## config.mk

```make
export PLATFORM = sky130hd
export DESIGN_NAME = pio_loader
export DESIGN_NICKNAME = d
export VERILOG_FILES = /design/src/rtl/pio_pkg.sv /design/src/rtl/pio_mask_scan.sv /design/src/rtl/pio_loader.sv
export SDC_FILE = /design/constraint.sdc
export NUM_CORES = 1
export LEC_CHECK = 0
export BUFFER_PORTS_ARGS = -buffer_cell sky130_fd_sc_hd__buf_2
export CORE_MARGIN = 3
export CORE_UTILIZATION = 51
export CTS_CLUSTER_DIAMETER = 200
export DETAILED_ROUTE_END_ITERATION = 8
export GPL_TIMING_DRIVEN = 0
export PLACE_DENSITY = 0.86
export SLEW_MARGIN = 5
export SYNTH_ARGS = -nofsm -noshare
export SYNTH_HDL_FRONTEND = slang
export SYNTH_HIERARCHICAL = 1
export SYNTH_SLANG_ARGS = --single-unit
export TNS_END_PERCENT = 30
```

## constraint.sdc

```tcl
create_clock -name clk -period 3.86 [get_ports clk]
set_input_delay 0.965 -clock clk [delete_from_list [all_inputs] [get_ports clk]]
set_output_delay 0.965 -clock clk [all_outputs]
set_load 0.1 [all_outputs]
```

## src/rtl/pio_pkg.sv

```systemverilog
// Shared definitions for the PIO loader: command action codes, controller
// states and the internal command-pipeline tag.
package pio_pkg;

   localparam logic [3:0] ACT_NOP        = 4'd0;
   localparam logic [3:0] ACT_LOAD_INSTR = 4'd1;
   localparam logic [3:0] ACT_EXEC       = 4'd9;

   typedef enum logic [2:0] {
      ST_IDLE = 3'd0,
      ST_LOAD = 3'd1,
      ST_CONF = 3'd2,
      ST_RUN  = 3'd3,
      ST_EXEC = 3'd4
   } pio_state_e;

   // Kind of command whose ROM read was issued last cycle.
   typedef enum logic [1:0] {
      CMD_NONE = 2'd0,
      CMD_LOAD = 2'd1,
      CMD_CONF = 2'd2
   } cmd_kind_e;

   function automatic logic [31:0] widen_instr(input logic [15:0] instr);
      return {16'h0000, instr};
   endfunction

endpackage

```

## src/rtl/pio_mask_scan.sv

```systemverilog
// Holds a state-machine mask and presents its lowest set bit; advance clears
// that bit so the next one surfaces.
module pio_mask_scan #(
   parameter int unsigned WIDTH = 4
) (
   input  logic             clk,
   input  logic             n_reset,
   input  logic             load,
   input  logic [WIDTH-1:0] mask_in,
   input  logic             advance,
   output logic [1:0]       bit_idx,
   output logic             valid,
   output logic             last
);

   logic [WIDTH-1:0] mask_q;
   logic [WIDTH-1:0] low_bit;
   logic [WIDTH-1:0] rest;

   always_comb begin
      // Two's-complement trick isolates the lowest set bit.
      low_bit = mask_q & (~mask_q + WIDTH'(1));
      rest    = mask_q & ~low_bit;
      valid   = |mask_q;
      last    = valid && (rest == '0);
      bit_idx = '0;
      for (int unsigned i = WIDTH; i > 0; i--) begin
         if (mask_q[i-1]) bit_idx = 2'(i - 1);
      end
   end

   always_ff @(posedge clk or negedge n_reset) begin
      if (!n_reset)     mask_q <= '0;
      else if (load)    mask_q <= mask_in;
      else if (advance) mask_q <= rest;
   end

endmodule

```

## src/rtl/pio_loader.sv

```systemverilog
// Boots a PIO block: streams the program ROM, then per-state-machine config
// ROM entries, then injects instructions on request while running.
module pio_loader
   import pio_pkg::*;
#(
   parameter int unsigned PROG_LEN = 32,
   parameter int unsigned CONF_LEN = 3,
   parameter int unsigned NUM_SM   = 4
) (
   input  logic              clk,
   input  logic              n_reset,
   input  logic              start,
   output logic [4:0]        prog_addr,
   input  logic [15:0]       prog_data,
   output logic [4:0]        conf_addr,
   input  logic [35:0]       conf_data,
   input  logic              exec_req,
   input  logic [15:0]       exec_instr,
   input  logic [NUM_SM-1:0] exec_mask,
   output logic              exec_ack,
   output logic [3:0]        action,
   output logic [31:0]       din,
   output logic [4:0]        index,
   output logic [1:0]        mindex,
   output logic              busy,
   output logic              ready
);

   localparam int unsigned CONF_TOTAL = NUM_SM * CONF_LEN;
   localparam logic [7:0]  PROG_END   = 8'(PROG_LEN);
   localparam logic [7:0]  CONF_END   = 8'(CONF_TOTAL);
   localparam logic [4:0]  CONF_LAST  = 5'(CONF_LEN - 1);

   pio_state_e state_q, state_d;
   logic [7:0] cnt_q, cnt_d;
   logic [4:0] c_q, c_d;
   logic [1:0] m_q, m_d;
   cmd_kind_e  kind_q, kind_d;
   logic [4:0] cidx_q, cidx_d;
   logic [1:0] cm_q, cm_d;
   logic [15:0] instr_q, instr_d;
   logic       phase_q, phase_d;
   logic       scan_load, scan_adv;
   logic [1:0] scan_idx;
   logic       scan_valid, scan_last;

   pio_mask_scan #(.WIDTH(NUM_SM)) u_scan (
      .clk     (clk),
      .n_reset (n_reset),
      .load    (scan_load),
      .mask_in (exec_mask),
      .advance (scan_adv),
      .bit_idx (scan_idx),
      .valid   (scan_valid),
      .last    (scan_last)
   );

   always_ff @(posedge clk or negedge n_reset) begin
      if (!n_reset) begin
         state_q <= ST_IDLE;
         cnt_q   <= '0;
         c_q     <= '0;
         m_q     <= '0;
         kind_q  <= CMD_NONE;
         cidx_q  <= '0;
         cm_q    <= '0;
         instr_q <= '0;
         phase_q <= 1'b0;
      end else begin
         state_q <= state_d;
         cnt_q   <= cnt_d;
         c_q     <= c_d;
         m_q     <= m_d;
         kind_q  <= kind_d;
         cidx_q  <= cidx_d;
         cm_q    <= cm_d;
         instr_q <= instr_d;
         phase_q <= phase_d;
      end
   end

   // cnt runs one past the last ROM read in LOAD and two past it in CONF, so
   // the trailing command (and the CONF NOP) get their own cycle.
   always_comb begin
      state_d   = state_q;
      cnt_d     = cnt_q;
      c_d       = c_q;
      m_d       = m_q;
      kind_d    = CMD_NONE;
      cidx_d    = '0;
      cm_d      = '0;
      instr_d   = instr_q;
      phase_d   = phase_q;
      scan_load = 1'b0;
      scan_adv  = 1'b0;
      exec_ack  = 1'b0;
      case (state_q)
         ST_IDLE: begin
            state_d = ST_LOAD;
            cnt_d   = '0;
         end
         ST_LOAD: begin
            if (cnt_q < PROG_END) begin
               kind_d = CMD_LOAD;
               cidx_d = cnt_q[4:0];
               cnt_d  = cnt_q + 8'd1;
            end else begin
               state_d = ST_CONF;
               cnt_d   = '0;
               c_d     = '0;
               m_d     = '0;
            end
         end
         ST_CONF: begin
            if (cnt_q < CONF_END) begin
               kind_d = CMD_CONF;
               cm_d   = m_q;
               cnt_d  = cnt_q + 8'd1;
               if (c_q == CONF_LAST) begin
                  c_d = '0;
                  m_d = m_q + 2'd1;
               end else begin
                  c_d = c_q + 5'd1;
               end
            end else if (cnt_q == CONF_END) begin
               cnt_d = cnt_q + 8'd1;
            end else begin
               state_d = ST_RUN;
               cnt_d   = '0;
            end
         end
         ST_RUN: begin
            if (start) begin
               state_d = ST_LOAD;
               cnt_d   = '0;
            end else if (exec_req) begin
               exec_ack = 1'b1;
               if (|exec_mask) begin
                  instr_d   = exec_instr;
                  scan_load = 1'b1;
                  phase_d   = 1'b0;
                  state_d   = ST_EXEC;
               end
            end
         end
         ST_EXEC: begin
            if (!phase_q) begin
               phase_d = 1'b1;
            end else begin
               phase_d  = 1'b0;
               scan_adv = 1'b1;
               if (scan_last || !scan_valid) state_d = ST_RUN;
            end
         end
         default: state_d = ST_IDLE;
      endcase
   end

   always_comb begin
      action = ACT_NOP;
      din    = '0;
      index  = '0;
      mindex = '0;
      case (kind_q)
         CMD_LOAD: begin
            action = ACT_LOAD_INSTR;
            din    = widen_instr(prog_data);
            index  = cidx_q;
         end
         CMD_CONF: begin
            action = conf_data[35:32];
            din    = conf_data[31:0];
            mindex = cm_q;
         end
         default: ;
      endcase
      if (state_q == ST_EXEC && !phase_q) begin
         action = ACT_EXEC;
         din    = widen_instr(instr_q);
         mindex = scan_idx;
      end
   end

   assign prog_addr = (state_q == ST_LOAD && cnt_q < PROG_END) ? cnt_q[4:0] : '0;
   assign conf_addr = (state_q == ST_CONF && cnt_q < CONF_END) ? c_q : '0;
   assign busy      = (state_q == ST_LOAD) || (state_q == ST_CONF);
   assign ready     = (state_q == ST_RUN)  || (state_q == ST_EXEC);

endmodule
```

==> impl_metrics.py <==
metrics = {
    "route": {
        "wl_per_cell_um": 15.1,
        "drt_iter0_drc": 114,
        "postRouteAntennaNets": 0,
        "via_per_inst": 5.35,
        "vias": 2747,
        "wl_mm": 7.72,
        "post-route-drc-count": 0,
        "drt-pass1-iter-count": 4,
    },
    "timing": {
        "slew_headroom_pct": 30.8,
        "slew_violations": 0,
        "hold-worst-slack_ns": 0.492,
        "min_period_ns": 3.61,
        "rsz0062_at_grt": "false",
        "max_freq_mhz": 277,
        "setup_ws_ns": 0.247,
        "finClkSkew_ns": 0.00294,
        "tightest_slew_ns": 1.04,
        "setup_viol": 0,
        "hold_viol_final": 0,
        "fin_crit_sh_pct": 93.6,
        "tns_ns": 0,
    },
    "cells_and_area": {
        "multi_input_area_mm2": 0.00154,
        "n_fill_cell": 434,
        "synthToLayoutAreaGrowth_pct": 29.4,
        "ff_latch_area_mm2": 0.00120,
        "finish.utilization_pct": 70.6,
        "fin_nets": 523,
        "drive_gt1_share_pct": 38.2,
    },
    "pwr": {
        "powerDensity_mw_per_mm2": 246,
        "switching_share_pct": 23.2,
        "internal_power_uw": 703,
        "p_leak_nw": 1.97,
        "power_frac_clock_pct": 33.2,
        "peakVddDrop_uv": 168,
        "seq_power_share_pct": 56.6,
        "switching_power_uw": 212,
        "power_frac_comb_pct": 10.2,
    },
    "clocking": {
        "clkTransAtPathRegs_ns": 0.08,
        "cts_root_buffer": "clkbuf_8",
        "clock_path_buffers": 2,
        "htreeDepth": 2,
        "insertion_delay_ns": 0.29,
        "numCtsBuffers": 5,
        "cts_tree": "done",
        "clock-sinks": 48,
        "ctsHoldBuffers": 0,
        "postCtsSetupRepairBufs": 0,
        "cts_resized": 0,
    },
    "critical_path": {
        "required_ns": 2.89,
        "end_kind": "primary output",
        "reg2reg_from": "state_q[1]",
        "crit_top_cell": "clkbuf_1",
        "cp_max_fo": 10,
        "critPathLaunch": "kind_q[1]",
        "cp_num_buf_inv": 4,
        "path_cells": "inv_1, ha_1, nor2b_1, clkbuf_1, clkbuf_1, a22oi_1, o21ai_0, buf_2",
        "critPathLaunchType": "flip-flop",
        "critical_path.top_delay_family": "buffers and inverters",
        "crit_slowest_cell": "buf_2",
        "crit_type": "reg -> out",
        "critPathArrivalTime_ns": 2.65,
        "cp_slowest_stage_delay_ns": 0.45,
    },
    "hold_path": {
        "min_path_type": "reg -> reg",
        "worstHoldStart": "instr_q[11]",
    },
    "logic_synthesis": {
        "synth_edf_count": 0,
        "yosysUniqueCellTypes": 53,
        "synth_flop_cell": "dfrtp_1",
        "netlist_instances": 303,
        "netlist_area_mm2": 0.00287,
        "seq_area_frac_synth_pct": 41.8,
        "syn_area_per_cell_um2": 9.49,
        "ys_warn_count": 6,
        "ys_seq_elements": 48,
        "syn_nets": 385,
        "async_reset_ff_share_pct": 100,
    },
    "placement": {
        "dp_hpwl_mm": 6.02,
        "pre_cts_ws_ns": 0.417,
        "routabilityCongestion": 0.840,
        "port_buffers": 131,
    },
    "grt": {
        "grt_max_degree": 49,
        "grt_use_total_pct": 23.4,
        "grt_pass1_wl_mm": 11.9,
        "antenna_found_initial": 1,
        "gr-total-overflow": 0,
        "grt_pass1_vias": 2548,
    },
    "die": {
        "die-height_um": 81.1,
        "coreArea_mm2": 0.00527,
        "ioPinCount": 132,
        "die-area_mm2": 0.00657,
        "rows": 26,
        "initial_core_util_pct": 54.5,
        "die_x_um": 81.1,
    },
    "run_status": {
        "outcome": "finished clean",
    },
    "run": {
        "maxCapViolations": 0,
    },
}
==> cell usage in the layout (no fill, tap or decap), types with 6 or more instances in the layout <==
cell type	netlist	routed
mux2_2	9	9
clkbuf_1	12	10
nand2_1	32	32
nor2_1	10	10
dfrtp_1	48	48
nand2b_1	8	8
clkbuf_8	0	6
o21ai_1	8	12
o21ai_0	24	20
inv_1	9	9
nor2b_1	8	7
ha_1	6	6
and2_1	39	39
buf_2	5	135
a21o_1	6	6
mux2_1	8	8
a22oi_1	16	16
==> metal layers <==
metal	part of all wire [%]	track usage, %	up-vias	routed length [um]
li1	-	-	1351	-
met1	36	25.1	1280	2760
met3	7.7	4.32	11	592
met5	0	0	-	0
met2	55	45.6	105	4260
met4	1.4	7.09	0	107
==> metrics by stage <==
stage,power [mW],cell area [um2],cells
after detailed placement,0.622,3620,504
after global routing,0.956,3720,513
after floorplan,0.565,2870,303
after global placement,0.619,3620,504
after CTS,0.929,3710,512
final,0.915,3720,513
==> cell usage after synthesis (3+ instances only) <==
cell type   n  area, um2
a21o_1      6       45.0
a21oi_1     3       15.0
a22oi_1    16        120
and2_1     39        244
buf_2       5       25.0
clkbuf_1   12       45.0
dfrtp_1    48       1200
ha_1        6       75.1
inv_1       9       33.8
mux2_1      8       90.1
mux2_2      9        101
nand2_1    32        120
nand2b_1    8       50.1
nand3_1     4       20.0
nor2_1     10       37.5
nor2b_1     8       50.1
nor3b_1     5       37.5
nor4_1      4       25.0
o21ai_0    24        120
o21ai_1     8       40.0
o31ai_1     3       22.5
==> worst reg2reg max path, cell delays in order (launching register included) <==
cell	delay, ns
dfrtp_1	0.35
buf_2	0.19
nand2_1	0.11
nor4_4	0.63
buf_2	0.38
buf_2	0.23
mux2i_1	0.19
a21oi_1	0.06
==> state kept, by name, summed over array words and instances, names as in the netlist <==
register,cells
m_q,2
cidx_q,5
instr_q,16
state_q,3
phase_q,1
c_q,5
u_scan/mask_q,4
cm_q,2
kind_q,2
cnt_q,8
==> final cells by class <==
| cell class | count | share of cell area (%) |
|---|---|---|
| repair buffers | 131 | 17.7 |
| multi-input cells | 227 | 41.4 |
| diodes | 1 | 0.0673 |
| inverters | 9 | 0.908 |
| flip-flops and latches | 48 | 32.3 |
| well taps | 70 | 2.35 |
| plain buffers | 19 | 2.79 |
| clock inverters | 2 | 0.269 |
| clock buffers | 6 | 2.22 |
==> power groups by stage <==
stage	clock network (mW)	logic, mW	registers, mW
4_1_cts	0.317	0.0940	0.518
6_report	0.303	0.0933	0.518
2_1_floorplan	0	0.0380	0.527
3_5_place_dp	0	0.0937	0.528
5_1_grt	0.334	0.103	0.520
3_3_place_gp	0	0.0911	0.527
==> worst paths after layout <==
| kind | end | cells after the start | slack (ns) |
|---|---|---|---|
| max in group asynchronous | u_scan/mask_q[3] | 1 | 2.38 |
| max | din[7] | 8 | 0.25 |
| min in group asynchronous | c_q[1] | 1 | 0.85 |
| min | instr_q[11] | 1 | 0.49 |
| max reg2reg | u_scan/mask_q[3] | 7 | 1.59 |
| min reg2reg | instr_q[11] | 1 | 0.49 |
==> kinds of logic (layout without fill, tap and decap cells) <==
| family | Yosys count | count (layout) | synth area share (%) |
|---|---|---|---|
| flops | 48 | 48 | 41.8 |
| simple gates | 130 | 130 | 27.0 |
| fa+ha+maj | 6 | 6 | 2.61 |
| compound gates | 71 | 71 | 16.2 |
| other cells | 0 | 1 | 0 |
| xor+xnor | 1 | 1 | 0.305 |
| mux | 19 | 19 | 7.36 |
| buf+inv | 28 | 167 | 4.70 |
Note: power is estimated with default switching activity, not from simulation.
